File: src/rtl/chord_dispatcher_pkg.sv
// Shared definitions for the chord dispatcher: FSM state encoding and
// bit positions of the fields in a 16-bit song word.
package chord_dispatcher_pkg;

   typedef enum logic [2:0] {
      ST_IDLE   = 3'd0,
      ST_FETCH  = 3'd1,
      ST_DECODE = 3'd2,
      ST_WAIT   = 3'd3,
      ST_END    = 3'd4
   } state_t;

   localparam int unsigned END_BIT = 15;
   localparam int unsigned ADV_BIT = 14;
   localparam int unsigned SLOT_HI = 13;
   localparam int unsigned SLOT_LO = 12;
   localparam int unsigned NOTE_HI = 11;
   localparam int unsigned NOTE_LO = 6;
   localparam int unsigned DUR_HI  = 5;
   localparam int unsigned DUR_LO  = 0;

endpackage

File: src/rtl/chord_dispatcher_dffre.sv
// Generic register with synchronous active-high reset (to zero) and
// clock enable; reset wins over enable.
module dffre #(
   parameter int W = 1
) (
   input  logic         clk,
   input  logic         reset,
   input  logic         en,
   input  logic [W-1:0] d,
   output logic [W-1:0] q
);

   always_ff @(posedge clk) begin
      if (reset)
         q <= '0;
      else if (en)
         q <= d;
   end

endmodule

File: src/rtl/chord_dispatcher.sv
// Song sequencer: fetches words from song memory, strobes per-slot loads
// and paces chord advance on the done flag of the waiter slot.
module chord_dispatcher
   import chord_dispatcher_pkg::*;
#(
   parameter int ADDR_W      = 8,
   parameter int WAITER_SLOT = 2
) (
   input  logic              clk,
   input  logic              reset,
   input  logic              play_enable,
   input  logic              waiter_done,
   input  logic [15:0]       song_data,
   output logic [ADDR_W-1:0] song_addr,
   output logic [2:0]        load_slot,
   output logic [5:0]        new_note,
   output logic [5:0]        new_duration,
   output logic              song_done
);

   state_t            state;
   state_t            state_d;
   logic [2:0]        state_q;
   logic [ADDR_W-1:0] ptr_q;
   logic [ADDR_W-1:0] ptr_d;
   logic              guard_q;
   logic              guard_d;

   logic              eos;
   logic              adv;
   logic [1:0]        slot;

   // play_enable gates every register, so freezing holds state, pointer
   // and the WAIT guard together.
   dffre #(.W(3)) u_state (
      .clk   (clk),
      .reset (reset),
      .en    (play_enable),
      .d     (state_d),
      .q     (state_q)
   );

   dffre #(.W(ADDR_W)) u_ptr (
      .clk   (clk),
      .reset (reset),
      .en    (play_enable),
      .d     (ptr_d),
      .q     (ptr_q)
   );

   dffre #(.W(1)) u_guard (
      .clk   (clk),
      .reset (reset),
      .en    (play_enable),
      .d     (guard_d),
      .q     (guard_q)
   );

   assign state = state_t'(state_q);

   assign eos  = song_data[END_BIT];
   assign adv  = song_data[ADV_BIT];
   assign slot = song_data[SLOT_HI:SLOT_LO];

   always_comb begin
      state_d   = state;
      ptr_d     = ptr_q;
      guard_d   = 1'b0;
      load_slot = '0;
      case (state)
         ST_IDLE:   state_d = ST_FETCH;
         ST_FETCH:  state_d = ST_DECODE;
         ST_DECODE: begin
            if (eos) begin
               state_d = ST_END;
            end else if (adv) begin
               load_slot[WAITER_SLOT] = 1'b1;
               ptr_d   = ptr_q + ADDR_W'(1);
               state_d = ST_WAIT;
            end else begin
               for (int unsigned i = 0; i < 3; i++) begin
                  if ((32'(slot) == i) && (i < 32'(WAITER_SLOT)))
                     load_slot[i] = 1'b1;
               end
               ptr_d   = ptr_q + ADDR_W'(1);
               state_d = ST_FETCH;
            end
         end
         ST_WAIT: begin
            // guard_q is 0 in the first WAIT cycle, so a done flag left
            // over from the previous chord cannot end the wait early.
            if (guard_q && waiter_done)
               state_d = ST_FETCH;
            else
               guard_d = 1'b1;
         end
         ST_END:    state_d = ST_END;
         default:   state_d = ST_IDLE;
      endcase
      if (!play_enable || reset)
         load_slot = '0;
   end

   assign song_addr    = ptr_q;
   assign new_note     = song_data[NOTE_HI:NOTE_LO];
   assign new_duration = song_data[DUR_HI:DUR_LO];
   assign song_done    = (state == ST_END);

endmodule

File: config.mk
export PLATFORM = sky130hd
export DESIGN_NAME = chord_dispatcher
export DESIGN_NICKNAME = d
export VERILOG_FILES = /design/src/rtl/chord_dispatcher_pkg.sv /design/src/rtl/chord_dispatcher_dffre.sv /design/src/rtl/chord_dispatcher.sv
export SDC_FILE = /design/constraint.sdc
export NUM_CORES = 1
export LEC_CHECK = 0
export CAP_MARGIN = 10
export CORE_MARGIN = 4
export CORE_UTILIZATION = 33
export CTS_BUF_LIST = sky130_fd_sc_hd__clkbuf_16
export DETAILED_ROUTE_END_ITERATION = 10
export HOLD_SLACK_MARGIN = 0.03
export PLACE_DENSITY = 0.75
export SLEW_MARGIN = 25
export SYNTH_ARGS = -nofsm -noshare
export SYNTH_HDL_FRONTEND = slang
export SYNTH_SLANG_ARGS = --single-unit
File: constraint.sdc
create_clock -name clk -period 1.5 [get_ports clk]
set_input_delay 0.3 -clock clk [delete_from_list [all_inputs] [get_ports clk]]
set_output_delay 0.3 -clock clk [all_outputs]
set_load 0.01 [all_outputs]
; ---- Yosys cells after proc, flatten, opt, wreduce, memory -nomap -nowiden
; Index checks and enable logic that the tools add are counted.
[word_totals]
word_cells = 31
inputBits = 20
ff_bits = 12
out_inout_bits = 24
[op_classes]
n_bitwise = 1
eq_ne = 6
n_addsub = 1
reduce_logical = 7
muxes = 13
[ops]
columns = op, count
row1 = $mux W3, 5
row2 = $pmux W3 S5, 1
row3 = $add A8 B1 Y8 const B, 1
row4 = $eq A3 B2 Y1 const B, 2
row5 = $mux W1, 5
row6 = $mux W2, 2
row7 = $eq A3 B1 Y1 const B, 1
row8 = $eq A3 B3 Y1 const B, 1
row9 = $logic_not A3 Y1, 1
row10 = $reduce_and A3 Y1, 1
row11 = $eq A2 B1 Y1 const B, 1
row12 = $logic_not A2 Y1, 1
row13 = $ne A2 B2 Y1 const B, 1
row14 = $reduce_and A2 Y1, 1
row15 = $logic_and A1 B1 Y1, 1
row16 = $logic_not A1 Y1, 1
row17 = $logic_or A1 B1 Y1, 1
row18 = $not A1 Y1, 1

; ---- Logic depth before layout (Yosys ltp)
[logic_depth]
depth_word = 6
mapped_depth = 5
depth_no_buf = 4

; ---- By module
; Synthesis repeated with hierarchy kept, for this count alone.
[unflattened]
hier_cells = 89
hier_area_um2 = 794.5
[by_module_without_submodules]
columns = module, area_per_inst_um2, seq_area_each_um2, cells_each, instances
row1 = chord_dispatcher, 374.1, 0.0, 51, 1
row2 = dffre at u_ptr, 285.3, 160.2, 26, 1
row3 = dffre at u_state, 101.3, 60.1, 9, 1
row4 = dffre at u_guard, 33.8, 20.0, 3, 1

; ---- Least setup slack after synthesis
; No wires, ideal clock.
[synth_path]
kind = register -> output
startpoint = register u_state.q[0]
endpoint = output load_slot[0]
path_stages_with_launch = 6
arrival_time_ps = 1386
n_path_buf = 2
required_ps = 1200
slack_ps = -186
path_cell_list = dfxtp_1 -> or3b_1 -> clkbuf_2 -> buf_2 -> nor3_1 -> and3b_1
[synth_between]
elab_chain_len = 3
[synth_lines]
columns = item, line_no
row1 = from (decl), chord_dispatcher_dffre.sv:10  ; output logic [W-1:0] q
row2 = from (signal assigned), chord_dispatcher_dffre.sv:15  ; q <= '0;
row3 = from (signal assigned), chord_dispatcher_dffre.sv:17  ; q <= d;
row4 = $eq A3 B2 Y1, chord_dispatcher.sv:70  ; case (state)
row5 = $mux W3, chord_dispatcher.sv:70
row6 = $mux W3, chord_dispatcher.sv:100  ; if (!play_enable || reset)
row7 = to (decl), chord_dispatcher.sv:15  ; output logic [2:0] load_slot,
; No other way between the ends.

; ---- Worst setup path after layout
[layout_path]
startpoint = register u_state.q[1]
endpoint = output load_slot[0]
; The elaborated chain is that of the path after synthesis.

==> reports/metrics.cfg <==
[global_route]
met3_usage = 0.0350
grt_usage = 0.111
grt_first_pass_wirelength_um = 2810
antenna_found_initial = 0
grt_use_met1 = 0.129
grt_util_met2 = 0.184
grt_busiest_layer = met2
grt_max_degree = 16
grt_pass1_vias = 670
overflow = 0

[die]
ioPinCount = 44
die-area_sq_mm = 0.00308
core-area_sq_mm = 0.00204
rows = 16
start_util = 0.364
die_h_um = 55.5
die_x_um = 55.5

[logic_synthesis]
synth.avg_cell_area_sq_um = 8.17
synth_edf_count = 0
syn_area_sq_um = 743
synth.ff_latch_count = 12
synth_top_area_share = 0.323
ys_types = 34
synth_top_area_cell = dfxtp_1
synth_seq_area_share = 0.323
syn_inst = 91
syn_nets = 112
synth_flop_cell = dfxtp_1
synth.top_cells.by_count = buf_4, dfxtp_1, a21oi_1
synth.yosys.warnings = 0
async_flop_share = 0
synth_area_leaders = dfxtp_1, buf_4, a21oi_1, o31ai_1, or4_1

[pwr]
clockPowerShare = 0.529
switching_share = 0.201
comb_power_share = 0.105
internal_power_mw = 0.725
power_frac_seq = 0.365
p_leak_nw = 0.461
switchingPower_mw = 0.182
max-vdd-ir-drop_v = 0.000420
power.density_mw_per_mm2 = 840

[hold_path]
hold_path_class = reg2reg

[final_layout]
drive_above_1_share = 0.294
nets = 132
finalInstanceArea_sq_mm = 0.00108
stdcell_count = 136
fillers = 201
n_antenna_cell = 0
syn_to_final_growth_pct = 45.5
final_util = 0.529

[cts]
htree_levels = 1
clock-sinks = 12
hold_buffers = 0
cts_tree = yes
clockBufferDepth = 2
cts_inserted_buffers = 3
root_buffer = clkbuf_16
clk_pin_slew_ns = 0.04
clock_latency_ns = 0.24

[drt]
drt-total-wl_um = 1640
drt_iter0_markers = 6
viasPerCell = 5.10
vias = 694
drt-wirelength-per-cell_um = 12.1
ant_nets = 0
drc = 0
drt_first_pass_iters = 4

[critical_path]
end_kind = primary output
path_class = reg2out
cp_data_required_time_ns = 1.20
cp.arrival_ns = 1.40
worst_path_max_delay_cell = or3b_4
slowest_delay_ns = 0.39
critPathMaxFanout = 3
crit_chain = or3b_4 -> nor3_4 -> and3b_2 -> buf_6
cp-start-kind = flip-flop

[place]
hpwl_um = 1150
dpl-instance-area_sq_um = 957
numPortBuffers = 19
globalplace.congestion = 0.731
preCtsSetupSlack_ns = -0.868
dp_cells = 131

[sta]
slew_headroom = 0.829
tns_ns = -1.07
fin_skew_ns = 0.00196
post-route-period-util = 1.13
tightest_slew_ns = 0.255
drv_slew = 0
final-setup-viol-count = 8
fin_ws_ns = -0.195
rsz0062_at_grt = true
max_freq_mhz = 590
fin_crit_ns = 1.70
hold_violations = 0

[flow_run]
maxCapViolCount = 0

[status]
status = complete, but fails checks
violations = setup timing

cell families after synthesis:
| logic type | count (synthesis) | synth area share |
|---|---|---|
| buf+inv | 20 | 0.165 |
| compound gates | 21 | 0.167 |
| flops | 12 | 0.323 |
| simple gates | 36 | 0.313 |
| mux | 1 | 0.0152 |
| fa+ha+maj | 1 | 0.0168 |
cell usage in the layout, fill, tap and decap left out, types with 4 or more instances in the layout:
| cell type | netlist | routed |
|---|---|---|
| buf_4 | 12 | 12 |
| dfxtp_1 | 12 | 10 |
| clkdlybuf4s50_1 | 0 | 8 |
| a21oi_1 | 9 | 7 |
| o31ai_1 | 4 | 4 |
| o21ai_0 | 4 | 4 |
power groups by stage:
| stage | Sequential, mW | Combinational [mW] | Clock, mW |
|---|---|---|---|
| 3_3_place_gp | 0.336 | 0.0896 | 0 |
| 2_1_floorplan | 0.339 | 0.0776 | 0 |
| 5_1_grt | 0.332 | 0.105 | 0.508 |
| 6_report | 0.332 | 0.0955 | 0.481 |
| 4_1_cts | 0.331 | 0.0985 | 0.499 |
| 3_5_place_dp | 0.337 | 0.0921 | 0 |
per-stage QoR:
stage               total power [mW]  hold slack [ns]
floorplan                      0.416            0.369
global placement               0.426            0.461
detailed placement             0.429            0.472
CTS                            0.929            0.480
global route                   0.945            0.501
finish                         0.908            0.474
metal layers:
metal  routed length [um]  share of wire  vias to the layer above
met4                    9         0.0055                        0
li1                     -              -                      354
met3                  102          0.062                        2
met5                    0              0                        -
met2                  821           0.50                       20
met1                  711           0.43                      318
path summary, 6_finish.rpt:
path | start | endpoint | slack (ns) | cells past startpoint
worst min register to register | u_guard.q$_SDFFE_PP0P_ | u_guard.q$_SDFFE_PP0P_ | 0.47 | 2
worst min-delay path | u_guard.q$_SDFFE_PP0P_ | u_guard.q$_SDFFE_PP0P_ | 0.47 | 2
worst max-delay path | u_state.q[1]$_SDFFE_PP0P_ | load_slot[0] | -0.20 | 4
worst max register to register | u_state.q[1]$_SDFFE_PP0P_ | u_ptr.q[7]$_SDFFE_PP0P_ | -0.14 | 4
what timing repair did:
action | in CTS | in global routing
buffers inserted | 3 | 0
endpoints found under the setup margin | 14 | 16
gates resized for setup | 28 | 9
pin swaps | 9 | 6
cell type report:
| class | instances | area [sq um] | share of cell area |
|---|---|---|---|
| clock buffer | 3 | 75.1 | 0.0694 |
| inverter | 3 | 11.3 | 0.0104 |
| multi-input combinational | 59 | 430 | 0.398 |
| sequential | 12 | 243 | 0.225 |
| tap | 27 | 33.8 | 0.0312 |
| timing repair buffer | 32 | 288 | 0.266 |
critical path, delay by kind of cell (launching register included):
| family | cells | cell delay (ns) |
|---|---|---|
| buffers and inverters | 1 | 0.10 |
| flip-flops | 1 | 0.33 |
| AND/OR/NAND/NOR | 3 | 0.74 |
sequential cells by signal, indices dropped and copies added, names as in the netlist:
register / flops
u_state.q: 3
u_guard.q: 1
u_ptr.q: 8
No activity file was read; power rests on OpenSTA's default activity.
